File: config.mk
export PLATFORM = sky130hd
export DESIGN_NAME = muldiv_unit
export DESIGN_NICKNAME = d
export VERILOG_FILES = /design/src/rtl/muldiv_unit.sv
export SDC_FILE = /design/constraint.sdc
export NUM_CORES = 1
export LEC_CHECK = 0
export CORE_AREA = 2 2 175 177
export CTS_CLUSTER_DIAMETER = 200
export DETAILED_ROUTE_END_ITERATION = 10
export DIE_AREA = 0 0 177 179
export PLACE_DENSITY = 0.78
export SETUP_SLACK_MARGIN = 0.1
export SLEW_MARGIN = 20
export SYNTH_ARGS = -nofsm -noshare
export SYNTH_HDL_FRONTEND = slang
export SYNTH_SLANG_ARGS = --single-unit
File: constraint.sdc
create_clock -name clk -period 5 [get_ports clk]
set_input_delay 1.25 -clock clk [delete_from_list [all_inputs] [get_ports clk]]
set_output_delay 1.25 -clock clk [all_outputs]
set_load 0.005 [all_outputs]
File: src/rtl/muldiv_unit.sv
// Iterative RV32M/RV64M multiply/divide unit: one bit per cycle, with a fast path
// for the divide-by-zero and signed-overflow cases.
module muldiv_unit #(
    parameter int unsigned XLEN = 32
) (
    input  logic            clk,
    input  logic            rst,
    input  logic            in_valid,
    output logic            in_ready,
    input  logic [2:0]      op,
    input  logic [XLEN-1:0] a,
    input  logic [XLEN-1:0] b,
    input  logic            flush,
    output logic            busy,
    output logic            out_valid,
    output logic [XLEN-1:0] result,
    output logic            result_zero
);

    localparam int unsigned CNT_W = $clog2(XLEN) + 1;
    localparam logic [XLEN-1:0] MinNeg = {1'b1, {(XLEN-1){1'b0}}};

    localparam logic [2:0] OpMul    = 3'b000;
    localparam logic [2:0] OpMulh   = 3'b001;
    localparam logic [2:0] OpMulhsu = 3'b010;
    localparam logic [2:0] OpMulhu  = 3'b011;
    localparam logic [2:0] OpDiv    = 3'b100;
    localparam logic [2:0] OpDivu   = 3'b101;
    localparam logic [2:0] OpRemu   = 3'b111;

    typedef enum logic [1:0] {StIdle, StCalc, StDone} state_e;

    state_e            state_q, state_d;
    logic [CNT_W-1:0]  cnt_q, cnt_d;
    logic [2*XLEN-1:0] acc_q, acc_d;
    logic [XLEN-1:0]   opb_q, opb_d;
    logic [2:0]        op_q, op_d;
    logic              qneg_q, qneg_d;
    logic              rneg_q, rneg_d;
    logic [XLEN-1:0]   result_q, result_d;

    logic              accept;
    logic              a_signed, b_signed, a_neg, b_neg;
    logic [XLEN-1:0]   a_mag, b_mag;
    logic              fast_hit;
    logic [XLEN-1:0]   fast_val;
    logic [XLEN:0]     mul_sum;
    logic              div_ge;
    logic [XLEN-1:0]   div_rem;
    logic [2*XLEN-1:0] step, prod;
    logic [XLEN-1:0]   quot, rem, fin_val;

    assign in_ready    = ((state_q == StIdle) || (state_q == StDone)) && !flush;
    assign accept      = in_valid && in_ready;
    assign busy        = (state_q == StCalc);
    assign out_valid   = (state_q == StDone);
    assign result      = result_q;
    assign result_zero = (result_q == '0);

    // Operand decode at accept: magnitudes, signs and the no-iteration cases.
    always_comb begin
        a_signed = (op != OpMulhu) && (op != OpDivu) && (op != OpRemu);
        b_signed = a_signed && (op != OpMulhsu);
        a_neg    = a_signed && a[XLEN-1];
        b_neg    = b_signed && b[XLEN-1];
        a_mag    = a_neg ? -a : a;
        b_mag    = b_neg ? -b : b;
        fast_hit = 1'b0;
        fast_val = '0;
        if (op[2]) begin
            if (b == '0) begin
                fast_hit = 1'b1;
                fast_val = op[1] ? a : '1;
            end else if (!op[0] && (a == MinNeg) && (b == '1)) begin
                fast_hit = 1'b1;
                fast_val = op[1] ? '0 : MinNeg;
            end
        end
    end

    // acc_q holds {partial product, multiplier} or {remainder, dividend/quotient}.
    always_comb begin
        mul_sum = {1'b0, acc_q[2*XLEN-1:XLEN]} + (acc_q[0] ? {1'b0, opb_q} : '0);
        div_ge  = acc_q[2*XLEN-1:XLEN-1] >= {1'b0, opb_q};
        div_rem = acc_q[2*XLEN-2:XLEN-1] - opb_q;
        if (op_q[2]) begin
            step = div_ge ? {div_rem, acc_q[XLEN-2:0], 1'b1} : {acc_q[2*XLEN-2:0], 1'b0};
        end else begin
            step = {mul_sum, acc_q[XLEN-1:1]};
        end
        prod = qneg_q ? -step : step;
        quot = qneg_q ? -step[XLEN-1:0] : step[XLEN-1:0];
        rem  = rneg_q ? -step[2*XLEN-1:XLEN] : step[2*XLEN-1:XLEN];
        case (op_q)
            OpMul:                     fin_val = prod[XLEN-1:0];
            OpMulh, OpMulhsu, OpMulhu: fin_val = prod[2*XLEN-1:XLEN];
            OpDiv, OpDivu:             fin_val = quot;
            default:                   fin_val = rem;
        endcase
    end

    always_comb begin
        state_d  = state_q;
        cnt_d    = cnt_q;
        acc_d    = acc_q;
        opb_d    = opb_q;
        op_d     = op_q;
        qneg_d   = qneg_q;
        rneg_d   = rneg_q;
        result_d = result_q;
        case (state_q)
            StIdle: ;
            StCalc: begin
                acc_d = step;
                cnt_d = cnt_q - CNT_W'(1);
                if (cnt_q == '0) begin
                    state_d  = StDone;
                    result_d = fin_val;
                end
            end
            StDone:  state_d = StIdle;
            default: state_d = StIdle;
        endcase
        if (accept) begin
            op_d   = op;
            acc_d  = {{XLEN{1'b0}}, a_mag};
            opb_d  = b_mag;
            qneg_d = a_neg ^ b_neg;
            rneg_d = a_neg;
            cnt_d  = CNT_W'(XLEN - 1);
            if (fast_hit) begin
                state_d  = StDone;
                result_d = fast_val;
            end else begin
                state_d = StCalc;
            end
        end
        // A kill also discards a completion landing in the same cycle.
        if (flush) begin
            state_d  = StIdle;
            result_d = result_q;
        end
    end

    always_ff @(posedge clk or posedge rst) begin
        if (rst) begin
            state_q  <= StIdle;
            cnt_q    <= '0;
            acc_q    <= '0;
            opb_q    <= '0;
            op_q     <= '0;
            qneg_q   <= 1'b0;
            rneg_q   <= 1'b0;
            result_q <= '0;
        end else begin
            state_q  <= state_d;
            cnt_q    <= cnt_d;
            acc_q    <= acc_d;
            opb_q    <= opb_d;
            op_q     <= op_d;
            qneg_q   <= qneg_d;
            rneg_q   <= rneg_d;
            result_q <= result_d;
        end
    end

endmodule

==> impl_metrics.json <==
{
  "status": "complete, no violations",
  "grt_pass1_wl_mm": 100,
  "rows": 64,
  "grt_max_degree": 90,
  "cp_max_fo": 8,
  "hpwl_mm": 52.1,
  "dr.pass1.iters": 6,
  "rsz0062_at_grt": "yes",
  "setup_viol": 0,
  "n_antenna_cell": 0,
  "cts-htree-levels": 4,
  "worst-setup-path-type": "reg -> reg",
  "relSlewSlack_pct": 32.8,
  "grt_antenna_before_repair": 2,
  "initial_core_util_pct": 51.2,
  "cp-end-kind": "register",
  "crit_path_start_kind": "register",
  "synth.distinct_cells": 100,
  "hold_ws_ns": 0.500,
  "crit_chain": "inv_1, ha_1, inv_1, fa_1, a21o_1, a221o_1, a211oi_4, buf_4, o21ai_0, o21ai_1, nor4_1, a311o_1, nor3_4, buf_4, nand3_1, buf_4, o31ai_2, xor2_1, a222oi_1, o211ai_1",
  "cp_slowest_stage_delay_ns": 0.43,
  "grt_usage_pct": 42.0,
  "worstMarginPinSlew_ns": 1.01,
  "stdcell_count": 2731,
  "p_leak_nw": 8.09,
  "critPathSlowestCell": "dfrtp_1",
  "cts_tree": "yes",
  "regArea_mm2": 0.00354,
  "syn-num-nets": 2202,
  "synth_ff_type": "dfrtp_1",
  "viasPerCell": 6.66,
  "synth.cell_area_mm2": 0.0154,
  "clkTransAtPathRegs_ns": 0.08,
  "drtIter0Drc": 2725,
  "power_density_mw_per_mm2": 606,
  "synth_edf_count": 0,
  "vdd_drop_max_v": 0.000418,
  "syn_avg_cell_area_um2": 7.47,
  "async_reset_ff_share_pct": 100,
  "cts_buffer_depth": 2,
  "num_vias": 18200,
  "routed_wl_mm": 66.9,
  "grt_pass1_vias": 16900,
  "worstPathArrival_ns": 5.17,
  "io_pins": 107,
  "die_area_mm2": 0.0317,
  "core-area_mm2": 0.0300,
  "yosys_warnings": 0,
  "clockRootBuffer": "clkbuf_16",
  "clock_skew_ns": 0.0178,
  "layout-drive-gt1-share_pct": 17.3,
  "nNetsFinal": 2466,
  "die_x_um": 177,
  "ys_seq_area_share_pct": 22.9,
  "period_share_pct": 97.2,
  "drv_slew": 0,
  "cts_made_buffers": 17,
  "drc": 0,
  "hold_class": "reg -> reg",
  "area_growth_pct": 25.1,
  "ys_ff_latch": 141,
  "numPortBuffers": 106,
  "hold_viol": 0,
  "dp_cells": 2684,
  "reg2reg_slack_ns": 0.14,
  "fp.dieH_um": 179,
  "grt-ovfl-total": 0,
  "clk_latency_ns": 0.47,
  "crit_top_cell": "buf_4",
  "postRouteAntennaNets": 0,
  "max_freq_mhz": 206,
  "multi_input_area_mm2": 0.0113,
  "wl_per_cell_um": 24.5,
  "cts_sinks": 141,
  "synth_cells": 2058,
  "place_congestion": 1.05,
  "fillers": 2660,
  "fin_crit_ns": 4.86,
  "cp.required_ns": 5.31,
  "drv_cap": 0
}
[stage by stage]
stage / total power [mW] / TNS (ns) / setup WS [ns] / area, um^2 / util [%]
2_1_floorplan: 6.46 / 0 / 0.305 / 15400 / -
3_3_place_gp: 9.63 / 0 / 0.00289 / 18300 / 61.0
4_1_cts: 11.1 / 0 / 0.101 / 18900 / 63.0
6_report: 11.7 / 0 / 0.140 / 19200 / 64.0
3_5_place_dp: 9.69 / -0.0715 / -0.0432 / 18300 / 61.0
5_1_grt: 12.3 / -0.0116 / -0.0116 / 19200 / 64.0
[synthesized netlist by cell type (18+ instances only)]
cell      number  area [um^2]
a21o_1        33          248
a21oi_1      132          661
a31oi_1       25          156
and2_1        44          275
buf_2         23          115
clkbuf_1      76          285
dfrtp_1      141         3530
ha_1          71          888
inv_1         69          259
mux2i_1       34          340
nand2_1      278         1040
nand3_1       79          395
nand4_1       30          188
nor2_1       134          503
nor3_1        45          225
nor4_1        27          169
o211ai_1      22          165
o21a_1        25          188
o21ai_0      217         1090
o221ai_1      35          307
o22ai_1       18          113
o31ai_1       26          195
or3_1         23          144
xnor2_1       80          701
xor2_1        71          622
[area by class of cell]
cell class	count	area share, %
multi-input cells	1731	59.0
clock inverters	13	0.742
well taps	396	2.58
clock buffers	19	2.30
inverters	71	1.41
flip-flops and latches	141	18.4
repair buffers	360	15.6
[state kept, by name, indices dropped and copies added (netlist names)]
| register | cells |
|---|---|
| acc_q | 64 |
| state_q | 2 |
| qneg_q | 1 |
| result | 32 |
| opb_q | 32 |
| op_q | 3 |
| cnt_q | 6 |
| rneg_q | 1 |
[path summary, 6_finish.rpt]
| check | cells past startpoint | to | from |
|---|---|---|---|
| setup reg to reg | 20 | result[28]$_DFFE_PP0N_ | acc_q[31]$_DFFE_PP0P_ |
| min in group asynchronous | 2 | opb_q[23]$_DFFE_PP0P_ | rst |
| max in group asynchronous | 3 | acc_q[0]$_DFFE_PP0P_ | rst |
| setup / recovery | 20 | result[28]$_DFFE_PP0N_ | acc_q[31]$_DFFE_PP0P_ |
| hold / removal | 2 | opb_q[22]$_DFFE_PP0P_ | opb_q[22]$_DFFE_PP0P_ |
| hold reg to reg | 2 | opb_q[22]$_DFFE_PP0P_ | opb_q[22]$_DFFE_PP0P_ |
[placed cells by master (no fill, tap or decap), types with 17 or more instances in the layout]
| cell | count |
|---|---|
| a21o_1 | 33 |
| a21oi_1 | 124 |
| a31oi_1 | 23 |
| and2_1 | 44 |
| buf_4 | 250 |
| clkbuf_16 | 17 |
| clkdlybuf4s50_1 | 106 |
| dfrtp_1 | 137 |
| ha_1 | 62 |
| inv_1 | 68 |
| mux2i_1 | 34 |
| nand2_1 | 277 |
| nand3_1 | 76 |
| nand4_1 | 30 |
| nor2_1 | 133 |
| nor3_1 | 41 |
| nor4_1 | 26 |
| o211ai_1 | 22 |
| o21a_1 | 25 |
| o21ai_0 | 212 |
| o21ai_1 | 17 |
| o221ai_1 | 35 |
| o22ai_1 | 18 |
| o31ai_1 | 25 |
| or3_1 | 21 |
| xnor2_1 | 80 |
| xor2_1 | 71 |
[cells by family (layout without fill, tap and decap cells)]
logic type	Yosys count	after routing	synth area share [%]
AO/OA/AOI/OAI	692	692	29.7
flip-flops	141	141	22.9
buffers and inverters	186	463	4.91
multiplexers	48	48	3.31
adder cells (fa/ha/maj)	73	73	6.04
AND/OR/NAND/NOR	767	767	24.5
XOR/XNOR	151	151	8.60
[critical path, delay by kind of cell (launching register included)]
family | cells | cell delay, ns
buffers and inverters | 5 | 0.80
adder cells (fa/ha/maj) | 2 | 0.58
AO/OA/AOI/OAI | 9 | 2.23
XOR/XNOR | 1 | 0.12
AND/OR/NAND/NOR | 3 | 0.54
flip-flops | 1 | 0.43
[report_power, final]
part / total, mW / internal, mW / switching, mW
Sequential: 1.76 / 1.41 / 0.352
Combinational: 8.55 / 3.41 / 5.14
Clock: 1.34 / 0.749 / 0.590
Total: 11.7 / 5.57 / 6.08
[timing repair]
item	in CTS	in global routing
setup endpoints to repair	8	27
pin swaps	2	19
hold buffers	0	0
gates resized for setup	5	53
buffers inserted	0	15
[layer usage]
layer	up-vias	part of all wire [%]	global-route usage, %	wire length [um]
met5	-	0	0	0
met4	0	4.2	17.1	2810
met3	213	13	12.3	8610
met2	1208	42	61.4	28200
met1	8647	41	57.6	27300
li1	8130	-	-	-
No activity file was read; power rests on OpenSTA's default activity.
